## config.mk

```make
export PLATFORM = sky130hd
export DESIGN_NAME = wb_copy_engine
export DESIGN_NICKNAME = d
export VERILOG_FILES = /design/src/rtl/wb_copy_engine.sv
export SDC_FILE = /design/constraint.sdc
export NUM_CORES = 1
export LEC_CHECK = 0
export CAP_MARGIN = 20
export CORE_MARGIN = 2
export CORE_UTILIZATION = 43
export CTS_BUF_LIST = sky130_fd_sc_hd__clkbuf_8 sky130_fd_sc_hd__clkbuf_16
export CTS_CLUSTER_SIZE = 14
export DETAILED_ROUTE_END_ITERATION = 10
export GPL_TIMING_DRIVEN = 0
export PLACE_DENSITY = 0.77
export RECOVER_POWER = 25
export SETUP_SLACK_MARGIN = 0.4
export SLEW_MARGIN = 20
export SYNTH_ARGS = -nofsm -noshare
export SYNTH_HDL_FRONTEND = slang
export SYNTH_SLANG_ARGS = --single-unit
```

## constraint.sdc

```tcl
create_clock -name clk_i -period 2.9 [get_ports clk_i]
set_input_delay 0.29 -clock clk_i [delete_from_list [all_inputs] [get_ports clk_i]]
set_output_delay 0.29 -clock clk_i [all_outputs]
set_load 0.01 [all_outputs]
```

## src/rtl/wb_copy_engine.sv

```systemverilog
// ---------------------------------------------------------------------------
// wb_copy_engine
//
// Wishbone pipelined master that copies a block of 32-bit words from one
// word address to another, one word at a time (read, then write). It sits
// directly in front of one port of the dual-port big_ram.
//
// Optional feature macro: WB_COPY_TIMEOUT_EN
//   Defined     : an ack timeout aborts the copy and pulses err_o.
//   Not defined : the engine waits for ack indefinitely; err_o is tied 0.
//
// Handshake: a request is accepted on a rising edge where wb_stb_o is high
// and wb_stall_i is low; while stalled, stb/we/addr/data are held stable.
// Each accepted request is completed by exactly one wb_ack_i, which arrives
// at least one cycle after acceptance. Acks outside the wait states are
// ignored.
//
// Ports:
//   clk_i, rst_i            clock, synchronous active-high reset
//   start_i                 one-cycle copy request (sampled in IDLE only)
//   src_addr_i, dst_addr_i  first source / destination word address
//   len_i                   word count 0..2^AW
//   busy_o                  high in every state except IDLE
//   done_o                  one-cycle completion pulse
//   err_o                   one-cycle timeout-abort pulse
//   wb_*                    Wishbone master signals towards big_ram
//   dbg_state_o             current FSM state, for debug / checkers
// ---------------------------------------------------------------------------
module wb_copy_engine #(
    parameter int AW             = 11,
    parameter int DW             = 32,
    parameter int TIMEOUT_CYCLES = 16
) (
    input  logic          clk_i,
    input  logic          rst_i,
    input  logic          start_i,
    input  logic [AW-1:0] src_addr_i,
    input  logic [AW-1:0] dst_addr_i,
    input  logic [AW:0]   len_i,
    output logic          busy_o,
    output logic          done_o,
    output logic          err_o,
    output logic          wb_cyc_o,
    output logic          wb_stb_o,
    output logic          wb_we_o,
    output logic [AW-1:0] wb_addr_o,
    output logic [DW-1:0] wb_data_o,
    output logic [3:0]    wb_sel_o,
    input  logic          wb_ack_i,
    input  logic          wb_stall_i,
    input  logic [DW-1:0] wb_data_i,
    output logic [2:0]    dbg_state_o
);

    typedef enum logic [2:0] {
        S_IDLE    = 3'd0,
        S_RD_REQ  = 3'd1,
        S_RD_WAIT = 3'd2,
        S_WR_REQ  = 3'd3,
        S_WR_WAIT = 3'd4,
        S_FINISH  = 3'd5
    } state_t;

    state_t        r_state;
    state_t        w_next;
    logic [AW-1:0] r_src;
    logic [AW-1:0] r_dst;
    logic [AW:0]   r_len;
    logic [AW:0]   r_count;
    logic [DW-1:0] r_wdata;

    logic          w_accept;
    logic          w_waiting;
    logic          w_abort;
    logic [AW:0]   w_count_inc;

    assign w_accept    = wb_stb_o && !wb_stall_i;
    assign w_waiting   = (r_state == S_RD_WAIT) || (r_state == S_WR_WAIT);
    assign w_count_inc = r_count + (AW+1)'(1);
    assign dbg_state_o = r_state;
    assign wb_sel_o    = 4'hF;

`ifdef WB_COPY_TIMEOUT_EN
    localparam int TMO_W = $clog2(TIMEOUT_CYCLES + 1);

    logic [TMO_W-1:0] r_tmo;
    logic             r_err;

    // r_tmo counts wait cycles since the last acceptance; the copy aborts
    // on the edge that would be wait cycle TIMEOUT_CYCLES without an ack.
    assign w_abort = w_waiting && !wb_ack_i &&
                     (r_tmo == TMO_W'(TIMEOUT_CYCLES - 1));
    assign err_o   = r_err;

    always_ff @(posedge clk_i) begin
        if (rst_i) begin
            r_tmo <= '0;
            r_err <= 1'b0;
        end else begin
            r_err <= w_abort;
            if (w_accept) begin
                r_tmo <= '0;
            end else if (w_waiting) begin
                r_tmo <= r_tmo + TMO_W'(1);
            end
        end
    end
`else
    logic w_unused_tmo;
    assign w_unused_tmo = (TIMEOUT_CYCLES > 0);
    assign w_abort      = 1'b0;
    assign err_o        = 1'b0;
`endif

    // Next-state logic
    always_comb begin
        w_next = r_state;
        case (r_state)
            S_IDLE: begin
                if (start_i) begin
                    w_next = (len_i != '0) ? S_RD_REQ : S_FINISH;
                end
            end
            S_RD_REQ:  if (w_accept) w_next = S_RD_WAIT;
            S_RD_WAIT: if (wb_ack_i) w_next = S_WR_REQ;
            S_WR_REQ:  if (w_accept) w_next = S_WR_WAIT;
            S_WR_WAIT: begin
                if (wb_ack_i) begin
                    w_next = (w_count_inc == r_len) ? S_FINISH : S_RD_REQ;
                end
            end
            S_FINISH:  w_next = S_IDLE;
            default:   w_next = S_IDLE;
        endcase
        if (w_abort) begin
            w_next = S_IDLE;
        end
    end

    // Bus and status outputs decoded from the registered state
    always_comb begin
        busy_o    = (r_state != S_IDLE);
        done_o    = (r_state == S_FINISH);
        wb_cyc_o  = 1'b0;
        wb_stb_o  = 1'b0;
        wb_we_o   = 1'b0;
        wb_addr_o = '0;
        wb_data_o = '0;
        case (r_state)
            S_RD_REQ: begin
                wb_cyc_o  = 1'b1;
                wb_stb_o  = 1'b1;
                wb_addr_o = r_src + r_count[AW-1:0];  // wraps modulo 2^AW
            end
            S_RD_WAIT: begin
                wb_cyc_o  = 1'b1;
            end
            S_WR_REQ: begin
                wb_cyc_o  = 1'b1;
                wb_stb_o  = 1'b1;
                wb_we_o   = 1'b1;
                wb_addr_o = r_dst + r_count[AW-1:0];
                wb_data_o = r_wdata;
            end
            S_WR_WAIT: begin
                wb_cyc_o  = 1'b1;
            end
            default: ;
        endcase
    end

    always_ff @(posedge clk_i) begin
        if (rst_i) begin
            r_state <= S_IDLE;
            r_src   <= '0;
            r_dst   <= '0;
            r_len   <= '0;
            r_count <= '0;
            r_wdata <= '0;
        end else begin
            r_state <= w_next;
            case (r_state)
                S_IDLE: begin
                    if (start_i && (len_i != '0)) begin
                        r_src   <= src_addr_i;
                        r_dst   <= dst_addr_i;
                        r_len   <= len_i;
                        r_count <= '0;
                    end
                end
                S_RD_WAIT: if (wb_ack_i) r_wdata <= wb_data_i;
                S_WR_WAIT: if (wb_ack_i) r_count <= w_count_inc;
                default: ;
            endcase
        end
    end

endmodule

```

# After elaboration in Yosys (flattened, before gate mapping)
# Cells that the tools add are included.
# totals
regBits,81
# classes
addsub,3
n_eq_ne,12
muxes,16
reduce_logical,13
# ops
operator,count
$mux W32,1
$mux W12,2
$pmux W12 S2,1
$add A11 B11 Y11,2
$pmux W11 S2,1
$mux W3,7
$pmux W3 S5,1
$add A12 B1 Y12 const B,1
$eq A12 B12 Y1,1
$ne A2 B2 Y1 const B,6
$reduce_bool A12 Y1,1
$eq A3 B2 Y1 const B,2
$eq A3 B3 Y1 const B,2
$reduce_and A5 Y1,1
$reduce_and A2 Y1,2
$reduce_or A4 Y1,1
$eq A3 B1 Y1 const B,1
$logic_not A3 Y1,1
$mux W1,3
$reduce_and A3 Y1,1
$reduce_bool A3 Y1,1
$logic_and A1 B1 Y1,2
$reduce_bool A2 Y1,1
$reduce_or A2 Y1,1
$logic_not A1 Y1,1

# Logic depth before layout (Yosys ltp)
# depth
word_depth,6
depth_mapped,15
ltp_nobuf,13

# Worst setup path after synthesis
# No wires, ideal clock.
# synth_path
path_kind,register to output
startpoint,"register r_state[0], in the netlist dbg_state_o[0]"
endpoint,output port wb_addr_o[8]
arrival_time_ps,3135
slack_ps,-525
path_stages_with_launch,16
path_buffers,2
path_cell_list,dfxtp_1 nand2b_1 clkbuf_1 inv_1 and2_1 buf_2 mux2_2 ha_1 inv_1 fa_1 nor2b_1 o21ai_0 a21oi_1 o21a_1 o41ai_1 mux2i_1
# synth_between
elab_chain_cells,2
elab_cells_between_ends,3
# synth_rtl
element,line_no,text
start: declaration,64,state_t r_state;
start signal: assignment,181,r_state <= w_next;
$eq A3 B2 Y1 or $eq A3 B1 Y1 (tied branches),149,case (r_state)
$pmux W11 S2 *,149,
end: declaration,46,"output logic [AW-1:0] wb_addr_o,"
# Mark *: on every way between the ends. The rest lies on a longest branch, timed or not.

# Final worst setup path
# layout_path
startpoint,"register r_state[2], in the netlist dbg_state_o[2]"
endpoint,output port wb_addr_o[8]
# Same word-level chain as after synthesis.

==> metrics.md <==
| Metric | Value |
|---|---|
| Synth-to-layout area growth | 47.48% |
| DRT Pass-1 Iters | 5 |
| Clk sinks | a little over 80 |
| YS warnings | 0 |
| HP Class | flop to flop |
| R2R Path Start | r_count[0] |
| Max incr delay on CP | approximately 340 ps |
| CP Launch Type | flop |
| Final period util | 124.4% |
| Worst Path Required | 2610 ps |
| Fraction of registers with async set/reset | 0% |
| CTS Buf Count | 9 |
| Reg2Reg Setup Slack | 580 ps |
| Clk_lat worst skew | around 360 ps |
| Post-route ant nets | 0 |
| GRT Total Usage | 26.34% |
| Die width | ~100 um |
| Post-synthesis sequential area ratio | between 30% and 40% |
| CTS root buf | clkbuf_8 |
| Final hold viol count | 0 |
| ANT cells | 0 |
| VDD IR max | between 0.0002 and 0.00025 V |
| Post-synthesis area per instance | about 7.5 um2 |
| Worst-path clk slew | roughly 80 ps |
| WL/cell | 16.77 um |
| Via count | 4744 |
| Grt total ovfl | 0 |
| Hold Path Cell Cnt | 2 |
| Hold_buf cts | 0 |
| Die height | between 100 and 150 um |
| CTS tree | done |
| Critical path class | flop to primary output |
| Netlist Area Pre-Place | roughly 0.0043 mm2 |
| Row Count | 36 |
| Fin nets | between 800 and 900 |
| DRC errors left | 0 |
| R2R depth | 7 |
| Worst hold endpoint | r_wdata[25] |
| Core Util, Final | roughly 65% |
| EDFF count, synth | 0 |
| Initial drt markers | ~290 |
| I/O pin cnt | between 100 and 150 |
| Bufs on Longest Clock Path | 2 |
| Outcome | finished, violations left |
| Placed cell count | 834 |
| Fmax | between 200 and 300 MHz |
| Final non-filler cell total | 870 |
| Worst Clk Skew | about 12 ps |
| Final setup fails | 9 |
| GPL Wtd Cong | a little over 0.9 |
| Hold_sp | r_wdata[25] |
| Total wire length | around 15000 um |
| Final worst slack | -707.0 ps |
| Worst-margin pin slew | around 640 ps |
| Share of layout cells above drive strength 1 | between 10% and 20% |
| Largest net degree at the start of global routing | 15 |
| RSZ-0062 raised after global routing | true |
| Leading area contributor after synthesis | dfxtp_1 |
| Final Slew Violations | 0 |
| Pleak | approximately 0.0025 uW |
| Max_slew headroom | roughly 57% |
| Critical path cell sequence | nand2b_4 > clkbuf_16 > clkinv_4 > and2_4 > buf_12 > mux2_4 > ha_4 > inv_2 > fa_2 > nor2b_2 > o21ai_2 > a21oi_2 > o21a_2 > o41ai_4 > mux2i_1 > buf_2 |
| Top-count cell post-synth | nand2_1 |
| Top post-synthesis cells by count | nand2_1, a21oi_1, dfxtp_1 |
| Antenna violations before repair | 0 |
| H-tree depth | 3 |
| Max Fanout on Critical Path | 7 |
| CORE AREA | 0.009774 mm2 |
| TNS Setup | -4149 ps |
| Post-DP Area | ~0.0058 mm2 |
| Top-area cell type share of the netlist area | between 30% and 40% |
| WP data arrival | between 3000 and 4000 ps |
| Post-DP HPWL | about 10000 um |
| Tmin final | 3607 ps |
| Post-synth cell types | 60 |
| Post-synth top flop | dfxtp_1 |
| Power Density | 419.4 mW/mm2 |
| Post-route cell area | between 0.006 and 0.007 mm2 |
| Starting Density | between 40% and 50% |
| Synthesized instance count | between 500 and 600 |
| Synth area leaders | dfxtp_1, nand2_1, a21oi_1 |
| DR vias/cell | around 5.5 |
| Post-synthesis register bit count | 81 |
| Input/output buffers | 120 |
| Failing checks | negative setup slack |
| Die area | 0.01086 mm2 |
| Global-route wire length before repair | around 23000 um |
| Slowest-stage cell, CP | dfxtp_2 |
| Vias in the first global route | 4754 |
| Crit end category | primary output |
| Max Cap Violations | 0 |
| FF-to-FF End | dbg_state_o[2] |
worst max-delay path, delay by kind of cell (launching register included):
kind	cells	cell delay, ps
compound gates	4	780
fa+ha+maj	2	380
buf+inv	5	530
flops	1	340
mux	2	570
simple gates	3	370
cells in the final DEF, fill, tap and decap left out, types with 3 or more instances in the layout:
| cell type | synthesis | routed |
|---|---|---|
| nand3_1 | 8 | 8 |
| clkbuf_8 | 0 | 13 |
| nor2b_1 | 7 | 6 |
| xor2_1 | 7 | 7 |
| buf_2 | 4 | 12 |
| nor4_1 | 5 | 4 |
| clkdlybuf4s50_1 | 0 | 101 |
| nand2b_1 | 7 | 6 |
| nor3_1 | 9 | 9 |
| or3_1 | 4 | 4 |
| ha_4 | 0 | 7 |
| nor2_1 | 23 | 22 |
| a311oi_1 | 4 | 4 |
| buf_4 | 5 | 23 |
| o21ai_0 | 13 | 10 |
| xnor2_1 | 8 | 7 |
| dfxtp_1 | 81 | 76 |
| inv_1 | 8 | 5 |
| mux2_4 | 0 | 3 |
| inv_6 | 0 | 3 |
| and3_1 | 36 | 36 |
| dlymetal6s2s_1 | 0 | 3 |
| nand2_1 | 149 | 149 |
| conb_1 | 2 | 5 |
| clkbuf_1 | 35 | 29 |
| mux2_2 | 10 | 7 |
| nor3b_1 | 3 | 3 |
| mux2i_1 | 3 | 3 |
| a21oi_1 | 86 | 82 |
| dfxtp_2 | 0 | 4 |
| ha_1 | 11 | 3 |
| dlygate4sd3_1 | 0 | 3 |
| clkbuf_2 | 0 | 3 |
| buf_6 | 0 | 3 |
| and2_1 | 6 | 5 |
| a21oi_2 | 0 | 3 |
kinds of logic (layout without fill, tap and decap cells):
kind of cell | Yosys count | count (layout) | synth area share [%]
other cells | 2 | 5 | 0.1739
flops | 81 | 81 | 37.54
simple gates | 270 | 270 | 29.46
fa+ha+maj | 12 | 12 | 3.650
compound gates | 132 | 132 | 17.67
buf+inv | 53 | 209 | 5.157
xor+xnor | 15 | 15 | 3.042
mux | 13 | 13 | 3.303
flip-flops by register name (all words and copies together) (netlist names):
signal,flops
r_wdata,32
dbg_state_o,3
r_len,12
r_count,12
r_dst,11
r_src,11
power by group:
part / switching [uW] / internal [uW] / total, uW
Sequential: 35.8 / 1160 / 1200
Combinational: 266 / 247 / 513
Clock: 446 / 514 / 960
Total: 749 / 1920 / 2670
how the worst max path moves through the flow:
stage                    from            to  slack (ps)  cells after the start
5_1_grt        dbg_state_o[2]  wb_addr_o[8]        -810                     16
6_report       dbg_state_o[2]  wb_addr_o[8]        -710                     16
3_5_place_dp   dbg_state_o[2]  wb_addr_o[8]        -860                     16
2_1_floorplan  dbg_state_o[2]  wb_addr_o[8]        -150                     15
4_1_cts        dbg_state_o[2]  wb_addr_o[8]        -570                     16
3_3_place_gp   dbg_state_o[2]  wb_addr_o[8]        -810                     16
metal layers:
metal	GRT usage (%)	up-vias	wire, um	part of all wire, %
met4	10.52	0	349	2.4
met5	0	-	0	0
met2	45.96	171	7261	50
li1	-	2291	-	-
met1	31.35	2254	6017	41
met3	5.827	28	962	6.6
cell type report:
type | instances | area, um2
multi-input cells | 447 | 2728
fillers | 823 | 3405
plain buffers | 45 | 261.5
inverters | 8 | 35.03
well taps | 133 | 166.4
flip-flops and latches | 81 | 1630
clock buffers | 10 | 137.6
clock inverters | 5 | 86.33
repair buffers | 141 | 1325
through the flow:
step,hold WS [ps],worst slack (ps),power [uW]
floorplan,426.0,-146.4,1469
global placement,437.4,-805.9,1673
detailed placement,444.0,-863.4,1687
CTS,447.9,-568.0,2651
global route,463.4,-811.9,2766
finish,457.1,-707.0,2672
repair_timing:
item                       4_1_cts  5_1_grt
setup buffers                   15        6
pin swaps                       11       12
setup endpoints to repair       24       36
resized for setup               64       27
(Power assumes the default switching activity.)
